--- src/rtl/alu_muldiv.sv ---
// Multi-cycle radix-2 unsigned multiply/divide unit with start/busy/done handshake.
// Define ALU_MULDIV_SIGNED_EN to enable two's-complement operation selected by op[2].
module alu_muldiv #(
  parameter int WIDTH = 16
) (
  input  logic        clk,
  input  logic        rst_n,
  input  logic        start,
  input  logic [2:0]  op,
  input  logic [15:0] a_in,
  input  logic [15:0] b_in,
  output logic [15:0] out,
  output logic        busy,
  output logic        done,
  output logic [4:0]  flags_out,
  output logic        div_zero
);
  localparam int CW = $clog2(WIDTH);
  localparam logic [1:0] S_IDLE = 2'd0;
  localparam logic [1:0] S_RUN  = 2'd1;
  localparam logic [1:0] S_FIN  = 2'd2;

  logic [1:0]    state_q, state_d;
  logic [CW-1:0] cnt_q, cnt_d;
  logic [1:0]    sel_q, sel_d;
  logic [15:0]   a_q, a_d, am_q, am_d, bm_q, bm_d, rem_q, rem_d, out_q, out_d;
  logic [31:0]   acc_q, acc_d;
  logic [4:0]    flags_q, flags_d;
  logic          busy_q, busy_d, done_q, done_d, dz_q, dz_d;

  logic          accept;
  logic [15:0]   mag_a, mag_b;
  logic [16:0]   mul_sum, rem_sh, diff;
  logic [31:0]   prod_f;
  logic [15:0]   quo_f, rem_f, res;
  logic          carry, ovf;

  assign accept = (state_q == S_IDLE) && start;

`ifdef ALU_MULDIV_SIGNED_EN
  logic qneg_q, qneg_d, rneg_q, rneg_d, sovf_q, sovf_d;

  // Iterate on magnitudes; signs are captured at accept and re-applied in FIN.
  assign mag_a  = (op[2] && a_in[15]) ? -a_in : a_in;
  assign mag_b  = (op[2] && b_in[15]) ? -b_in : b_in;
  assign qneg_d = accept ? (op[2] & (a_in[15] ^ b_in[15])) : qneg_q;
  assign rneg_d = accept ? (op[2] & a_in[15]) : rneg_q;
  assign sovf_d = accept ? ((op == 3'b110) && (a_in == 16'h8000) && (b_in == 16'hFFFF)) : sovf_q;

  assign prod_f = qneg_q ? -acc_q : acc_q;
  assign quo_f  = qneg_q ? -acc_q[15:0] : acc_q[15:0];
  assign rem_f  = rneg_q ? -rem_q : rem_q;
  assign ovf    = dz_q | sovf_q;

  always_ff @(posedge clk or negedge rst_n) begin
    if (!rst_n) begin
      qneg_q <= 1'b0;
      rneg_q <= 1'b0;
      sovf_q <= 1'b0;
    end else begin
      qneg_q <= qneg_d;
      rneg_q <= rneg_d;
      sovf_q <= sovf_d;
    end
  end
`else
  logic unused_op2;
  assign unused_op2 = op[2];
  assign mag_a  = a_in;
  assign mag_b  = b_in;
  assign prod_f = acc_q;
  assign quo_f  = acc_q[15:0];
  assign rem_f  = rem_q;
  assign ovf    = dz_q;
`endif

  // MUL: add multiplicand into the upper half when the multiplier LSB is set, then shift right.
  assign mul_sum = {1'b0, acc_q[31:16]} + (acc_q[0] ? {1'b0, am_q} : 17'h0);
  // DIV: remainder stays below the divisor, so the 17-bit difference sign is the borrow.
  assign rem_sh  = {rem_q, acc_q[15]};
  assign diff    = rem_sh - {1'b0, bm_q};

  always_comb begin
    res   = 16'h0;
    carry = 1'b0;
    case (sel_q)
      2'b00: begin
        res   = prod_f[15:0];
        carry = |prod_f[31:16];
      end
      2'b01:   res = prod_f[31:16];
      2'b10:   res = dz_q ? 16'hFFFF : quo_f;
      default: res = dz_q ? a_q : rem_f;
    endcase
  end

  always_comb begin
    state_d = state_q;
    cnt_d   = cnt_q;
    sel_d   = sel_q;
    a_d     = a_q;
    am_d    = am_q;
    bm_d    = bm_q;
    rem_d   = rem_q;
    acc_d   = acc_q;
    out_d   = out_q;
    flags_d = flags_q;
    busy_d  = busy_q;
    done_d  = 1'b0;
    dz_d    = dz_q;
    case (state_q)
      S_IDLE: begin
        if (start) begin
          a_d     = a_in;
          am_d    = mag_a;
          bm_d    = mag_b;
          sel_d   = op[1:0];
          busy_d  = 1'b1;
          cnt_d   = '0;
          rem_d   = 16'h0;
          dz_d    = op[1] && (b_in == 16'h0);
          acc_d   = op[1] ? {16'h0, mag_a} : {16'h0, mag_b};
          state_d = (op[1] && (b_in == 16'h0)) ? S_FIN : S_RUN;
        end
      end
      S_RUN: begin
        if (sel_q[1]) begin
          acc_d = {16'h0, acc_q[14:0], ~diff[16]};
          rem_d = diff[16] ? rem_sh[15:0] : diff[15:0];
        end else begin
          acc_d = {mul_sum, acc_q[15:1]};
        end
        cnt_d = cnt_q + 1'b1;
        if (cnt_q == CW'(WIDTH - 1)) state_d = S_FIN;
      end
      S_FIN: begin
        out_d   = res;
        flags_d = {^res, ovf, res[15], carry, ~|res};
        done_d  = 1'b1;
        busy_d  = 1'b0;
        state_d = S_IDLE;
      end
      default: state_d = S_IDLE;
    endcase
  end

  always_ff @(posedge clk or negedge rst_n) begin
    if (!rst_n) begin
      state_q <= S_IDLE;
      cnt_q   <= '0;
      sel_q   <= 2'b00;
      a_q     <= 16'h0;
      am_q    <= 16'h0;
      bm_q    <= 16'h0;
      rem_q   <= 16'h0;
      acc_q   <= 32'h0;
      out_q   <= 16'h0;
      flags_q <= 5'h0;
      busy_q  <= 1'b0;
      done_q  <= 1'b0;
      dz_q    <= 1'b0;
    end else begin
      state_q <= state_d;
      cnt_q   <= cnt_d;
      sel_q   <= sel_d;
      a_q     <= a_d;
      am_q    <= am_d;
      bm_q    <= bm_d;
      rem_q   <= rem_d;
      acc_q   <= acc_d;
      out_q   <= out_d;
      flags_q <= flags_d;
      busy_q  <= busy_d;
      done_q  <= done_d;
      dz_q    <= dz_d;
    end
  end

  assign out       = out_q;
  assign busy      = busy_q;
  assign done      = done_q;
  assign flags_out = flags_q;
  assign div_zero  = dz_q;
endmodule

--- config.mk ---
export PLATFORM = sky130hd
export DESIGN_NAME = alu_muldiv
export DESIGN_NICKNAME = d
export VERILOG_FILES = /design/src/rtl/alu_muldiv.sv
export SDC_FILE = /design/constraint.sdc
export NUM_CORES = 1
export LEC_CHECK = 0
export CORE_AREA = 2 2 179 146
export CTS_BUF_LIST = sky130_fd_sc_hd__clkbuf_8
export DETAILED_ROUTE_END_ITERATION = 10
export DIE_AREA = 0 0 181 148
export PLACE_DENSITY = 0.56
export SYNTH_ARGS = -nofsm -noshare
export SYNTH_HDL_FRONTEND = slang
export SYNTH_SLANG_ARGS = --single-unit
--- constraint.sdc ---
create_clock -name clk -period 8 [get_ports clk]
set_clock_uncertainty 0.2 [all_clocks]
set_input_delay 1.6 -clock clk [delete_from_list [all_inputs] [get_ports clk]]
set_output_delay 1.6 -clock clk [all_outputs]
set_load 0.01 [all_outputs]
**Word-level counts from Yosys, hierarchy flattened**

Cells that the tools add are included.

- Register bits after elaboration: 112
- Bits in latches: 0
- Memory bits (writable): 0
- ROM bits: 0
- Output and inout port bits: 24
- Word-level logic and storage cells: 61
- Memories: 0

- Add/sub/neg operators: 3
- $mul: 0
- Divide/modulo/power cells: 0
- Order comparisons: 0
- Equality and inequality tests: 8
- Shift-type cells: 0
- Muxes and demuxes: 22
- Bitwise gates (word level): 1
- Reduce and logical (&&, ||, !) cells: 15

Operators by type and width:

| operator | count |
|---|---|
| $mux 16 | 7 |
| $mux 32 | 2 |
| $pmux 32 s2 | 1 |
| $pmux 16 s3 | 1 |
| $pmux 16 s2 | 1 |
| $reduce_or 16->1 | 2 |
| $add 16x16->17 | 1 |
| $sub 17x16->17 | 1 |
| $logic_not 16->1 | 1 |
| $reduce_xor 16->1 | 1 |
| $pmux 4 s2 | 1 |
| $reduce_and 2->1 | 4 |
| $mux 2 | 3 |
| $ne 2x2->1 const B | 3 |
| $add 4x1->4 const B | 1 |
| $eq 2x1->1 const B | 2 |
| $eq 2x2->1 const B | 2 |
| $eq 4x4->1 const B | 1 |
| $logic_not 2->1 | 2 |
| $mux 4 | 1 |
| $pmux 2 s2 | 1 |
| $reduce_bool 2->1 | 2 |
| $mux 1 | 3 |
| $reduce_and 3->1 | 1 |
| other kinds (4) | 4 |

**Logic depth before layout (Yosys ltp)**

Gate-level depths: netlist (run 1).

- Word-level depth: 5
- Depth in mapped cells: 12
- Depth with buffers taken out: 11

**Least setup slack after synthesis (run 1)**

OpenSTA, ideal clock, no wires.

- Path type: input to register
- Start point: input port start
- End point: register am_q[10]
- Setup time: 0.125 ns
- Arrival: 2.865 ns
- Data required time: 7.675 ns
- Slack: 4.810 ns
- Stages on the path: 3
- Cell sequence: nor3b_1 clkbuf_1 mux2_2

- Longest elaborated chain between the ends: 1

RTL lines:

| what | RTL line | text |
|---|---|---|
| start, declared | 8 | `input logic start,` |
| $reduce_and 2->1 (no line) | - |  |
| end signal, assigned | 167 | `am_q <= am_d;` |
| end, declared | 26 | `logic [15:0] a_q, a_d, am_q, am_d, bm_q, bm_d, rem_q, rem_d, out_q, out_d;` |

Every way passes these cells.
A chain may end at the register's enable or synchronous reset.

**Worst setup path after layout (run 1)**

- Start point: input port start
- End point: register rem_q[9], in the netlist rem_f[9]

- Longest elaborated chain between the ends: 2

RTL lines:

| what | RTL line | text |
|---|---|---|
| $ne 2x2->1 (no line) | - |  |
| $reduce_and 3->1 (no line) | - |  |
| end signal, assigned | 169 | `rem_q <= rem_d;` |
| end, declared | 26 |  |

Every way passes these cells.

==> results of run 1 <==
[through the flow]
stage	setup slack [ns]	power [mW]	instance area (um^2)	utilization, %	hold slack [ns]
6_report	4.241	3.771	8289	33.18	0.2877
4_1_cts	4.322	3.798	8289	33.18	0.2950
3_5_place_dp	3.905	3.414	8080	32.34	0.2694
5_1_grt	4.179	4.142	8289	33.18	0.3190
3_3_place_gp	3.939	3.378	8080	32.34	0.2647
2_1_floorplan	4.810	2.754	7166	-	0.2498
[layer usage]
metal	track usage (%)	vias to the layer above	share of wire, %
li1	-	2940	-
met1	23.41	2911	50
met2	24.60	127	45
met3	2.464	15	3.7
met4	3.496	0	1.1
met5	0	-	0
[logic make-up after synthesis]
group                      after synthesis
AOI/OAI and AO/OA                      243
and+or+nand+nor                        243
DFF                                    111
buffers and inverters                   78
muxes                                   58
adders and majority gates               43
xor gates and xnor gates                29
[registers in the layout, indices dropped and copies added (netlist names)]
| register | flops |
|---|---|
| rem_f | 16 |
| acc_q | 32 |
| am_q | 16 |
| busy | 1 |
| flags_out | 5 |
| cnt_q | 4 |
| bm_q | 16 |
| sel_q | 2 |
| done | 1 |
| div_zero | 1 |
| state_q | 2 |
| out | 15 |
[cells in the final DEF, fill, tap and decap left out, types with 4 or more instances in the layout]
cell type,count
o21ai_0,114
nand2_1,111
dfrtp_1,111
clkdlybuf4s50_1,59
ha_1,41
a21oi_1,39
inv_1,37
nor2_1,34
mux2i_1,30
mux2_2,28
nand2b_1,20
and2_1,17
xnor2_1,17
nor2b_1,13
a21o_1,13
xor2_1,12
a31oi_1,11
clkbuf_8,11
buf_4,10
a221oi_1,9
o22ai_1,7
nor3_1,7
a22o_1,7
nor4_1,7
nand3_1,6
nand4_1,6
nand3b_1,6
a211o_1,5
o21a_1,5
o21bai_1,5
and3_1,4
[critical path, stage by stage]
cell	delay [ns]
clkdlybuf4s50_1	0.48
nor3b_2	0.20
buf_4	0.28
nor2_1	0.97
nand2_1	0.10
o21ai_0	0.11
a31o_2	0.12
[cell type report]
class                      instances  share of cell area, %
sequential                       111                  33.51
timing repair buffer              69                  8.030
clock buffer                      11                  1.826
multi-input combinational        616                  49.42
inverter                          36                  1.630
clock inverter                     5                 0.6943
tap                              324                  4.891
[worst paths after layout]
path                            from  slack (ns)  cells after the start   endpoint
min                             busy        0.29                      1       busy
min reg2reg                     busy        0.29                      1       busy
max reg2reg                acc_q[15]        4.36                     11  rem_f[15]
min in group asynchronous      rst_n        0.96                      1    bm_q[1]
max                            start        4.24                      7   rem_f[9]
max in group asynchronous      rst_n        5.28                      2  acc_q[28]
[power groups by stage]
stage                     sequential [mW]  combinational [mW]  clock (mW)
final                                1.04                2.36       0.369
after floorplan                     0.974                1.78           0
after global placement               1.05                2.33           0
after CTS                            1.04                2.38       0.378
after global routing                 1.08                2.66       0.401
after detailed placement             1.05                2.37           0
==> results.toml, run 1 <==
[outcome]
status = "finished, final reports clean"

[routing]
wl_per_cell_um = 17.38
routed_wirelength_um = 20370
drtAntennaViolNets = 0
drc = 0
dr.first_iter.drc_count = 470
firstDrtPassIters = 7
num_vias = 5993
via_per_inst = 5.113

[worst_hold_path]
hold_class = "reg -> reg"

[synthesis]
netlist_top_cells_count = "114 x o21ai_0, 111 x dfrtp_1, 111 x nand2_1, 41 x ha_1, 39 x a21oi_1"
synth_top_family_by_area = "compound AO/OA/AOI/OAI gates"
async_flop_share_pct = 100.0
yosys_warnings = 0
synth-compound-area-share_pct = 20.87
yosysTopAreaCellShare_pct = 38.76
synth_edf_count = 0
syn_area_per_cell_um2 = 8.901
ys.flop_type = "dfrtp_1"
yosysMostFrequentCell = "o21ai_0"
netlist_top_cells_area = "dfrtp_1 39%, o21ai_0 8.0%, ha_1 7.2%"
synthCells = 805
muxShareOfSynthArea_pct = 8.591
syn_nets = 886
synthAdderAreaFrac_pct = 7.718
synth_largest_area_cell = "dfrtp_1"
ys_ff_latch = 111
synth-xor-area-share_pct = 3.545
syn-cell-area_um2 = 7166
yosys.area_share.simple_pct = 16.22
ys_types = 56
seq_area_frac_synth_pct = 38.76

[flow_run]
cap_violations = 0

[power]
internal_power_mw = 2.025
swShare_pct = 46.30
comb_power_share_pct = 62.7
ir_drop_uv = 218.1
pwr-share-seq_pct = 27.5
p_per_area_nw_per_um2 = 454.9
power.leakage_nw = 3.641
p_sw_mw = 1.746
power.share.clock_pct = 9.8

[global_route]
grt_pass1_wl_um = 33320
grtUsageTotal_pct = 15.90
grt_max_degree = 72
overflow = 0
antenna_found_initial = 0
grt_pass1_vias = 5862

[placement]
hpwl_um = 15290
place_congestion = 0.8497
placed_cells = 1156
io_buffers = 60

[clocking]
post_cts_buffers = 0
htreeDepth = 3
cts_root_buf = "clkbuf_8"
cts-buffers-inserted = 9
path_clk_slew_ns = 0.10
clk_latency_ns = 0.40
cts_buffer_depth = 2
cts_hold_buf = 0
cts.sinks = 111
cts_resized = 0
cts_tree = "done"

[finish]
fill_cells = 2657
drive_above_1_share_pct = 7.783
fin_nets = 924
area.growth.synth_to_final_pct = 15.68
antenna_cells = 0
ff_latch_area_um2 = 2778
final-instance-count-excl-fill = 1172
multi_input_area_um2 = 4096

[timing]
rsz0062_at_grt = "false"
drv_slew = 0
hold_viol = 0
slew-limit-headroom_pct = 19.69
timing.fmax_ghz = 0.2660
worst_slew_pin_slew_ns = 1.200
setup-tns-final_ns = 0
period_share_pct = 46.99
layout_min_cycle_time_ns = 3.759
report.final.setup_viol = 0

[floorplan]
ios = 62
die_y_um = 148
row_count = 52
coreArea_um2 = 24980
die-area_um2 = 26790
die_x_um = 181
start_util_pct = 28.68

[critical_path]
required_ns = 8.14
setup.worst_path.class = "in -> reg"
cp_max_fo = 42
arrival_ns = 3.90
crit_path_start_kind = "input pin"
cp-end-kind = "flop"
Power figures use the tool's default switching activity.
==> inputs of run 2 (changes only) <==
--- a/config.mk
+++ b/config.mk
@@ -9,7 +9,7 @@
 export CTS_BUF_LIST = sky130_fd_sc_hd__clkbuf_8
 export DETAILED_ROUTE_END_ITERATION = 10
 export DIE_AREA = 0 0 181 148
-export PLACE_DENSITY = 0.56
+export PLACE_DENSITY = 0.58
 export SYNTH_ARGS = -nofsm -noshare
 export SYNTH_HDL_FRONTEND = slang
 export SYNTH_SLANG_ARGS = --single-unit
==> constraint.sdc (replaced) <==
create_clock -name clk -period 3.15 [get_ports clk]
set_clock_uncertainty 0.2 [all_clocks]
set_input_delay 0.63 -clock clk [delete_from_list [all_inputs] [get_ports clk]]
set_output_delay 0.63 -clock clk [all_outputs]
set_load 0.01 [all_outputs]
==> results.toml, run 2 (synthesis gave the netlist of run 1 again) <==
[floorplan]
ios = 62
row_count = 52
coreArea_um2 = 24980
start_util_pct = 28.68
die-area_um2 = 26790
die_y_um = 148
die_x_um = 181

[clocking]
htreeDepth = 3
cts_tree = "done"
cts_root_buf = "clkbuf_8"
cts_buffer_depth = 2
clk_latency_ns = 0.41
cts.sinks = 111
path_clk_slew_ns = 0.11
cts-buffers-inserted = 9

[global_route]
grtUsageTotal_pct = 16.23
grt_pass1_wl_um = 33670
grt_pass1_vias = 5893
antenna_found_initial = 0
overflow = 0
grt_max_degree = 62

[routing]
firstDrtPassIters = 5
routed_wirelength_um = 21240
via_per_inst = 5.135
dr.first_iter.drc_count = 485
wl_per_cell_um = 17.62
num_vias = 6188
drc = 0
drtAntennaViolNets = 0

[critical_path]
arrival_ns = 3.20
r2r_setup_slack_ns = 0.06
required_ns = 3.25
setup.worst_path.class = "reg -> reg"
crit_path_start_kind = "flop"
cp_max_fo = 4
cp-end-kind = "flop"

[timing]
drv_slew = 0
timing.fmax_ghz = 0.3232
slew-limit-headroom_pct = 19.41
rsz0062_at_grt = "true"
fin_ws_ns = 0.05632
period_share_pct = 98.21
whs_ns = 0.07659
layout_min_cycle_time_ns = 3.094
report.final.setup_viol = 0
worst_slew_pin_slew_ns = 1.204
hold_viol = 0

[finish]
largest_reg_flops = 32
final_cell_mix = "111 x nand2_1, 111 x o21ai_0, 111 x dfrtp_1"
antenna_cells = 0
drive_above_1_share_pct = 11.92
final-instance-count-excl-fill = 1205
area.growth.synth_to_final_pct = 20.01
fin_nets = 957
largest_register = "acc_q"

[flow_run]
cap_violations = 0

[power]
p_per_area_nw_per_um2 = 1166
power.leakage_nw = 3.819
ir_drop_uv = 756.4

[placement]
placed_cells = 1182
place_ws_ns = -0.09151
io_buffers = 60
hpwl_um = 16010
place_congestion = 0.8310

[outcome]
status = "finished, final reports clean"

[worst_hold_path]
hold_class = "in -> async"
==> run 2: where the power goes <==
| group | internal (mW) | switching, mW | leakage, nW |
|---|---|---|---|
| logic | 3.05 | 3.41 | 2.31 |
| registers | 2.05 | 0.608 | 1.40 |
| clock network | 0.388 | 0.526 | 0.104 |
| total | 5.49 | 4.54 | 3.82 |
==> run 2: worst paths after layout <==
path	to	startpoint	depth (start not counted)
max in group asynchronous	rem_f[14]	rst_n	2
min	bm_q[3]	rst_n	1
max	rem_f[15]	acc_q[15]	12
min in group clk	busy	busy	1
min reg2reg	busy	busy	1
max reg2reg	rem_f[15]	acc_q[15]	12
==> run 2: metrics by stage <==
stage / util [%] / area, um^2 / TNS, ns / total power, mW
final: 34.42 / 8600 / 0 / 10.03
after CTS: 34.21 / 8547 / 0 / 9.955
after global routing: 34.42 / 8600 / -1.284 / 10.92
after floorplan: - / 7166 / 0 / 6.993
after detailed placement: 33.27 / 8313 / -0.8006 / 8.914
after global placement: 33.27 / 8313 / -0.1399 / 8.840
==> run 2: worst max-delay path, cell delays in order (launching register included) <==
cell       delay, ns
dfrtp_1         0.40
inv_2           0.08
ha_4            0.13
inv_2           0.03
fa_2            0.33
a211o_1         0.28
a211o_1         0.32
a31oi_4         0.26
o2111ai_2       0.17
buf_4           0.17
or3b_4          0.26
o2111ai_1       0.15
a22o_1          0.20
==> run 2: metal layers <==
metal | share of wire [%] | vias to the layer above | GRT usage (%)
li1 | - | 3001 | -
met1 | 49 | 2987 | 23.41
met2 | 45 | 176 | 25.35
met3 | 4.5 | 24 | 2.611
met4 | 1.4 | 0 | 4.146
met5 | 0 | - | 0
==> run 2: timing repair <==
item,CTS,global route
gates resized for setup,7,5
pin swaps,4,3
gates cloned,1,0
hold buffers,0,0
buffers inserted,2,4
hold endpoints to repair,0,0
endpoints found under the setup margin,15,16
==> run 2: final cells by class <==
| type | instances | area [um^2] |
|---|---|---|
| Clock inverter | 6 | 60.06 |
| Tap cell | 324 | 405.4 |
| Multi-Input combinational cell | 617 | 4140 |
| Fill cell | 2626 | 16380 |
| Clock buffer | 10 | 137.6 |
| Timing Repair Buffer | 101 | 943.4 |
| Sequential cell | 111 | 2778 |
| Inverter | 36 | 135.1 |
==> patch 1: new RTL, config.mk and constraints of run 2 <==
Build with the macro `ALU_MULDIV_SIGNED_EN` defined.
--- a/src/rtl/alu_muldiv.sv
+++ b/src/rtl/alu_muldiv.sv
@@ -2,2 +2,4 @@
 // Define ALU_MULDIV_SIGNED_EN to enable two's-complement operation selected by op[2].
+`define ALU_MULDIV_SIGNED_EN
+
 module alu_muldiv #(
Check against the original RTL: same outputs for any inputs over 4 cycles, from zero or initial values and one cycle with rst_n low; that may be too few to reach the edited logic, so the function may still have changed.
==> patch 1 against run 2 <==
  * The run now ends with negative setup slack left
  * Non-clock buffer count is 132 higher
  * Synthesized area increased by 31%
  * Largest cell class unchanged
  * Wire length grew 44%
  * Worst setup slack worse by 0.38 ns
  * Clock power rose by 82%
  * Highest routed layer unchanged
  * Power increased by 44%
  * Design area increased by 44%
  * First-iteration DRC count grew 38%
  * Via count up 44%
  * Critical path depth grew 1
  * Sequential cell count is 18 higher
==> patch 1: results (changes against run 2) <==
| Metric | Value |
|---|---|
| Status | finished with violations |
| Failing checks | negative setup slack |
| GP Congestion | 0.924 (+11%) |
| Sw Share | 44.4% (-0.92 points) |
| CTS Buf Count | 17 (+8) |
| First-pass GRT wire length | 47,800 um (+42%) |
| Routed met3 length | 1980 um (+100%) |
| GRT met1 Usage | 34.0% (+11 points) |
| Sequential share of the synthesized area | 34.3% (-4.5 points) |
| Grt met3 use | 5.52% (+2.9 points) |
| Worst Hold Class | flop to flop |
| Layout cells sized above 1 | 20.8% (+8.8 points) |
| Dpl cells | 1,607 (+36%) |
| Endpoints failing setup | 19 (+19) |
| Largest net degree at the start of global routing | 54 (-13%) |
| Synth cell count leaders | nand2_1 (197), dfrtp_1 (129), o21ai_0 (124), xnor2_1 (59), nor2_1 (56) |
| Worst Path Max Fanout | 8 (+4) |
| WHS | 0.278 ns (+0.201 ns) |
| Met2 usage | 34.4% (+9.1 points) |
| I/O Buffers | 61 (+1.7%) |
| Post-layout worst setup margin | -0.328 ns (-0.385 ns) |
| H-tree depth | 4 (+1) |
| Clock-pin slew on the worst setup and hold paths | 0.09 ns (-0.02 ns) |
| Post-synth cell types | 73 (+30%) |
| CP max-delay cell | or4_4 |
| Peak supply drop | 0.000606 V (-20%) |
| NumNets Final | 1,403 (+47%) |
| Crit-path leading delay family | simple AND/OR/NAND/NOR gates |
| Total negative slack | -2.69 ns (-2.69 ns) |
| Met2 WL | 12,800 um (+35%) |
patch 1: cell types whose count changed after synthesis, sizes merged, moves of 21 or more:
cell | before | now
xnor2 | 17 | 59
mux2 | 28 | 2
nand2 | 111 | 198
a211oi | 0 | 21
nor2 | 34 | 56
xor2 | 12 | 42
patch 1: layout make-up:
class / instances / area (um2) / share of cell area [%]
Inverter: 41 / 154 / 1.24
Clock buffer: 17 / 234 / 1.89
Clock inverter: 15 / 224 / 1.81
Multi-Input combinational cell: 895 / 6160 / 49.8
Tap cell: 324 / 405 / 3.28
Sequential cell: 129 / 3230 / 26.1
Timing Repair Buffer: 233 / 1960 / 15.9
patch 1: worst reg2reg max path, stage by stage, from the launching register on:
cell and delay, ns:
dfrtp_1 0.39, or4_4 0.57, nor4_4 0.25, buf_4 0.17
nand3_4 0.19, o31ai_4 0.31, xnor2_1 0.16, o21ai_1 0.09
a22o_1 0.27, ha_4 0.29, xnor2_2 0.11, xnor2_1 0.15
xnor2_1 0.14, o21ai_1 0.07
patch 1: worst paths after layout:
kind / start / endpoint / cells after the start
min: am_q[3]$_DFFE_PN0P_ / am_q[3]$_DFFE_PN0P_ / 2
max in group asynchronous: rst_n / rem_q[7]$_DFFE_PN0P_ / 3
max reg2reg: acc_q[10]$_DFFE_PN0P_ / flags_out[4]$_DFFE_PN0P_ / 13
min in group asynchronous: rst_n / flags_out[2]$_DFFE_PN0P_ / 2
min reg2reg: am_q[3]$_DFFE_PN0P_ / am_q[3]$_DFFE_PN0P_ / 2
max: acc_q[10]$_DFFE_PN0P_ / flags_out[4]$_DFFE_PN0P_ / 13
patch 1: kinds of logic after synthesis:
logic type                 synth area share (%)
muxes                                      3.85
buffers and inverters                      4.37
DFF                                        34.3
and+or+nand+nor                            20.7
AOI/OAI and AO/OA                          20.9
adders and majority gates                  6.53
xor gates and xnor gates                   9.39
patch 1: per-stage QoR:
step,instance area (um2),total power (W)
global route,12400,0.0155
floorplan,9530,0.00846
global placement,11500,0.0117
CTS,12100,0.0137
finish,12400,0.0145
detailed placement,11500,0.0118
patch 1: power groups by stage:
stage / Sequential (W) / Combinational (W) / Clock, W
after floorplan: 0.00292 / 0.00554 / 0
after global placement: 0.00296 / 0.00871 / 0
after detailed placement: 0.00298 / 0.00877 / 0
after CTS: 0.00295 / 0.00911 / 0.00169
after global routing: 0.00308 / 0.0107 / 0.00176
final: 0.00299 / 0.00981 / 0.00166
patch 1: what timing repair did:
action | in CTS | in global routing
endpoints found under the setup margin | 19 | 25
endpoints found under the hold margin | 50 | 0
cloned | 1 | 0
hold buffers | 1 | 0
resized for setup | 17 | 47
pin swaps | 4 | 21
buffers inserted | 2 | 12
==> patch 2: new RTL, config.mk and constraints of run 2 <==
Without the edit above. Put one more register stage on the output `flags_out`, cleared by the reset. The value now appears one clock later. The other outputs are not delayed to match.
--- a/src/rtl/alu_muldiv.sv
+++ b/src/rtl/alu_muldiv.sv
@@ -181,3 +181,9 @@
   assign done      = done_q;
-  assign flags_out = flags_q;
+  always_ff @(posedge clk or negedge rst_n) begin
+    if (!rst_n) begin
+      flags_out <= '0;
+    end else begin
+      flags_out <= flags_q;
+    end
+  end
   assign div_zero  = dz_q;
Check against the original RTL: not equivalent (a bounded check fails within 4 cycles, from zero or initial values and one cycle with rst_n low).
==> patch 2 against run 2 <==
  * Sequential power up 2%
  * Worst setup slack better by 0.11 ns
  * Synthesized area up 0.14%
  * Non-clock buffer count down 14
  * Global-route usage down 0.54 points
  * Die area unchanged
  * Critical endpoint is now rem_f[10]$_DFFE_PN0P_
  * Sequential cell count up 5
  * Largest power group unchanged
  * Power down 2.4%
  * Wire length down 4.6%
  * Design area up 0.23%
  * Cell count down 0.66%
==> patch 2: results (changes against run 2) <==
| Metric | Value |
|---|---|
| Synth top area cells | dfrtp_1 (40%), o21ai_0 (8.9%), nand2_1 (7.2%) |
| PD cells | 1140 nW/um2 (-2.6%) |
| Clk buf depth | 2 (unchanged) |
| Final WL | 20,300 um (-4.6%) |
| ANT cells | 0 (unchanged) |
| Yosys warnings | 0 (unchanged) |
| CTS Buf Count | 17 (+8) |
| GP Congestion | 0.880 (+5.9%) |
| Status | completed |
| Detailed-route via count | 5,914 (-4.4%) |
| Worst Hold Class | flop to flop |
| Syn_nets | 880 (-0.68%) |
| Top reg by flops | acc_q |
| Sequential share of the synthesized area | 40.5% (+1.7 points) |
| WHS Endpoint | flags_out[4]$_DFF_PN0_ |
| Worst rel slew slack | 25.7% (+6.3 points) |
| Worst Path Max Fanout | 11 (+7) |
| Clock latency on the worst-skew pair | 0.45 ns (+0.04 ns) |
| Reg2Reg Setup Slack | 0.17 ns (+0.11 ns) |
| Fillers | 2,646 (+0.76%) |
| Largest net degree at the start of global routing | 53 (-15%) |
| Initial antenna violation count | 0 (unchanged) |
| Post-synth cell types | 57 (+1.8%) |
| Reg2Reg Depth | 12 (unchanged) |
| DRT Pass-1 Iters | 5 (unchanged) |
| Synth cell count leaders | nand2_1 (138), o21ai_0 (127), dfrtp_1 (116), ha_1 (41), a21oi_1 (40) |
| CTS Root Cell | clkbuf_8 |
| I/O Buffers | 60 (unchanged) |
| Crit Reg-Reg Startpoint | acc_q[15]$_DFFE_PN0P_ |
| Leakage power | 3.82 nW (about the same) |
| Aggregate global-route resource usage | 15.7% (-0.54 points) |
| Hold path startpoint | flags_q[4]$_DFFE_PN0P_ |
| Critical Path AT | 3.10 ns (-0.10 ns) |
| R2R Path End | rem_f[10]$_DFFE_PN0P_ |
| Starting DRT DRC Count | 416 (-14%) |
| Max reg flops | 32 (unchanged) |
| Clock-pin slew on the worst setup and hold paths | 0.07 ns (-0.04 ns) |
| Layout cells sized above 1 | 10.3% (-1.6 points) |
| Number of global-route vias before repair | 5,785 (-1.8%) |
| Async set-or-reset flop fraction in the synthesized netlist | 100% (unchanged) |
| Peak supply drop | 0.000494 V (-35%) |
| Post-DP HPWL | 15,300 um (-4.3%) |
| First-pass GRT wire length | 32,500 um (-3.6%) |
| Post-DP Area | 8250 um2 (-0.81%) |
| NumNets Final | 942 (-1.6%) |
| Hold depth | 0 |
| WHS | 0.180 ns (+0.103 ns) |
| Final Hold Vio Count | 0 (unchanged) |
| H-tree depth | 4 (+1) |
==> patch 2: worst max-delay path by stage <==
stage | from | end | slack, ns
global placement | acc_q[0]$_DFFE_PN0P_ | acc_q[29]$_DFFE_PN0P_ | 0.12
detailed placement | acc_q[0]$_DFFE_PN0P_ | acc_q[29]$_DFFE_PN0P_ | 0.16
global route | acc_q[15]$_DFFE_PN0P_ | rem_f[2]$_DFFE_PN0P_ | -0.03
CTS | acc_q[0]$_DFFE_PN0P_ | acc_q[29]$_DFFE_PN0P_ | 0.14
floorplan | acc_q[15]$_DFFE_PN0P_ | rem_f[15]$_DFFE_PN0P_ | 0.47
finish | acc_q[15]$_DFFE_PN0P_ | rem_f[10]$_DFFE_PN0P_ | 0.17
==> patch 2: final cells by class <==
cell class                 instances  area share (%)
clock buffer                      20            3.19
clock inverter                    11            1.03
inverter                          33            1.44
multi-input combinational        606            46.2
sequential                       116            33.7
tap                              324            4.70
timing repair buffer              87            9.75
==> patch 2: layer usage <==
layer  global-route usage (%)  wire length [um]  up-vias
met5                        0                 0        -
met4                     3.74               184        0
met3                     3.45              1010       15
met2                     22.8              8580      118
met1                     23.6             10500     2854
li1                         -                 -     2927
==> patch 2: what timing repair did <==
| item | in CTS | in global routing |
|---|---|---|
| hold buffers | 1 | 0 |
| endpoints found under the hold margin | 37 | 0 |
| endpoints found under the setup margin | 0 | 6 |
| gates resized for setup | 0 | 1 |
| buffers inserted | 0 | 0 |
==> patch 2: power breakdown <==
group          leakage, nW  internal [W]  switching (W)  total [W]
Combinational         2.16       0.00265        0.00310    0.00575
Clock                0.194      0.000670       0.000648    0.00132
Sequential            1.47       0.00213       0.000595    0.00272
==> patch 2: cells by family (layout without fill, tap and decap cells) <==
group | Yosys count | count (layout) | share of synthesized area (%)
AOI/OAI and AO/OA | 239 | 239 | 19.4
xor gates and xnor gates | 35 | 35 | 4.38
adders and majority gates | 43 | 43 | 7.71
buffers and inverters | 77 | 151 | 4.29
DFF | 116 | 116 | 40.5
muxes | 60 | 60 | 8.81
and+or+nand+nor | 229 | 229 | 15.0
==> patch 2: critical path: stages (launching register included) <==
cell and delay, ns:
dfrtp_1 0.41, inv_1 0.10, ha_1 0.16, inv_1 0.05, fa_1 0.42, a211oi_2 0.28
o21ai_2 0.13, o2111ai_1 0.18, o211ai_1 0.18, xnor2_2 0.18, buf_4 0.22, mux2i_1 0.23
o21ai_0 0.10
==> patch 2: metrics by stage <==
step,setup slack [ns],std cells
2_1_floorplan,0.468,799
3_3_place_gp,0.124,1165
3_5_place_dp,0.162,1165
4_1_cts,0.139,1197
5_1_grt,-0.0276,1197
6_report,0.168,1197
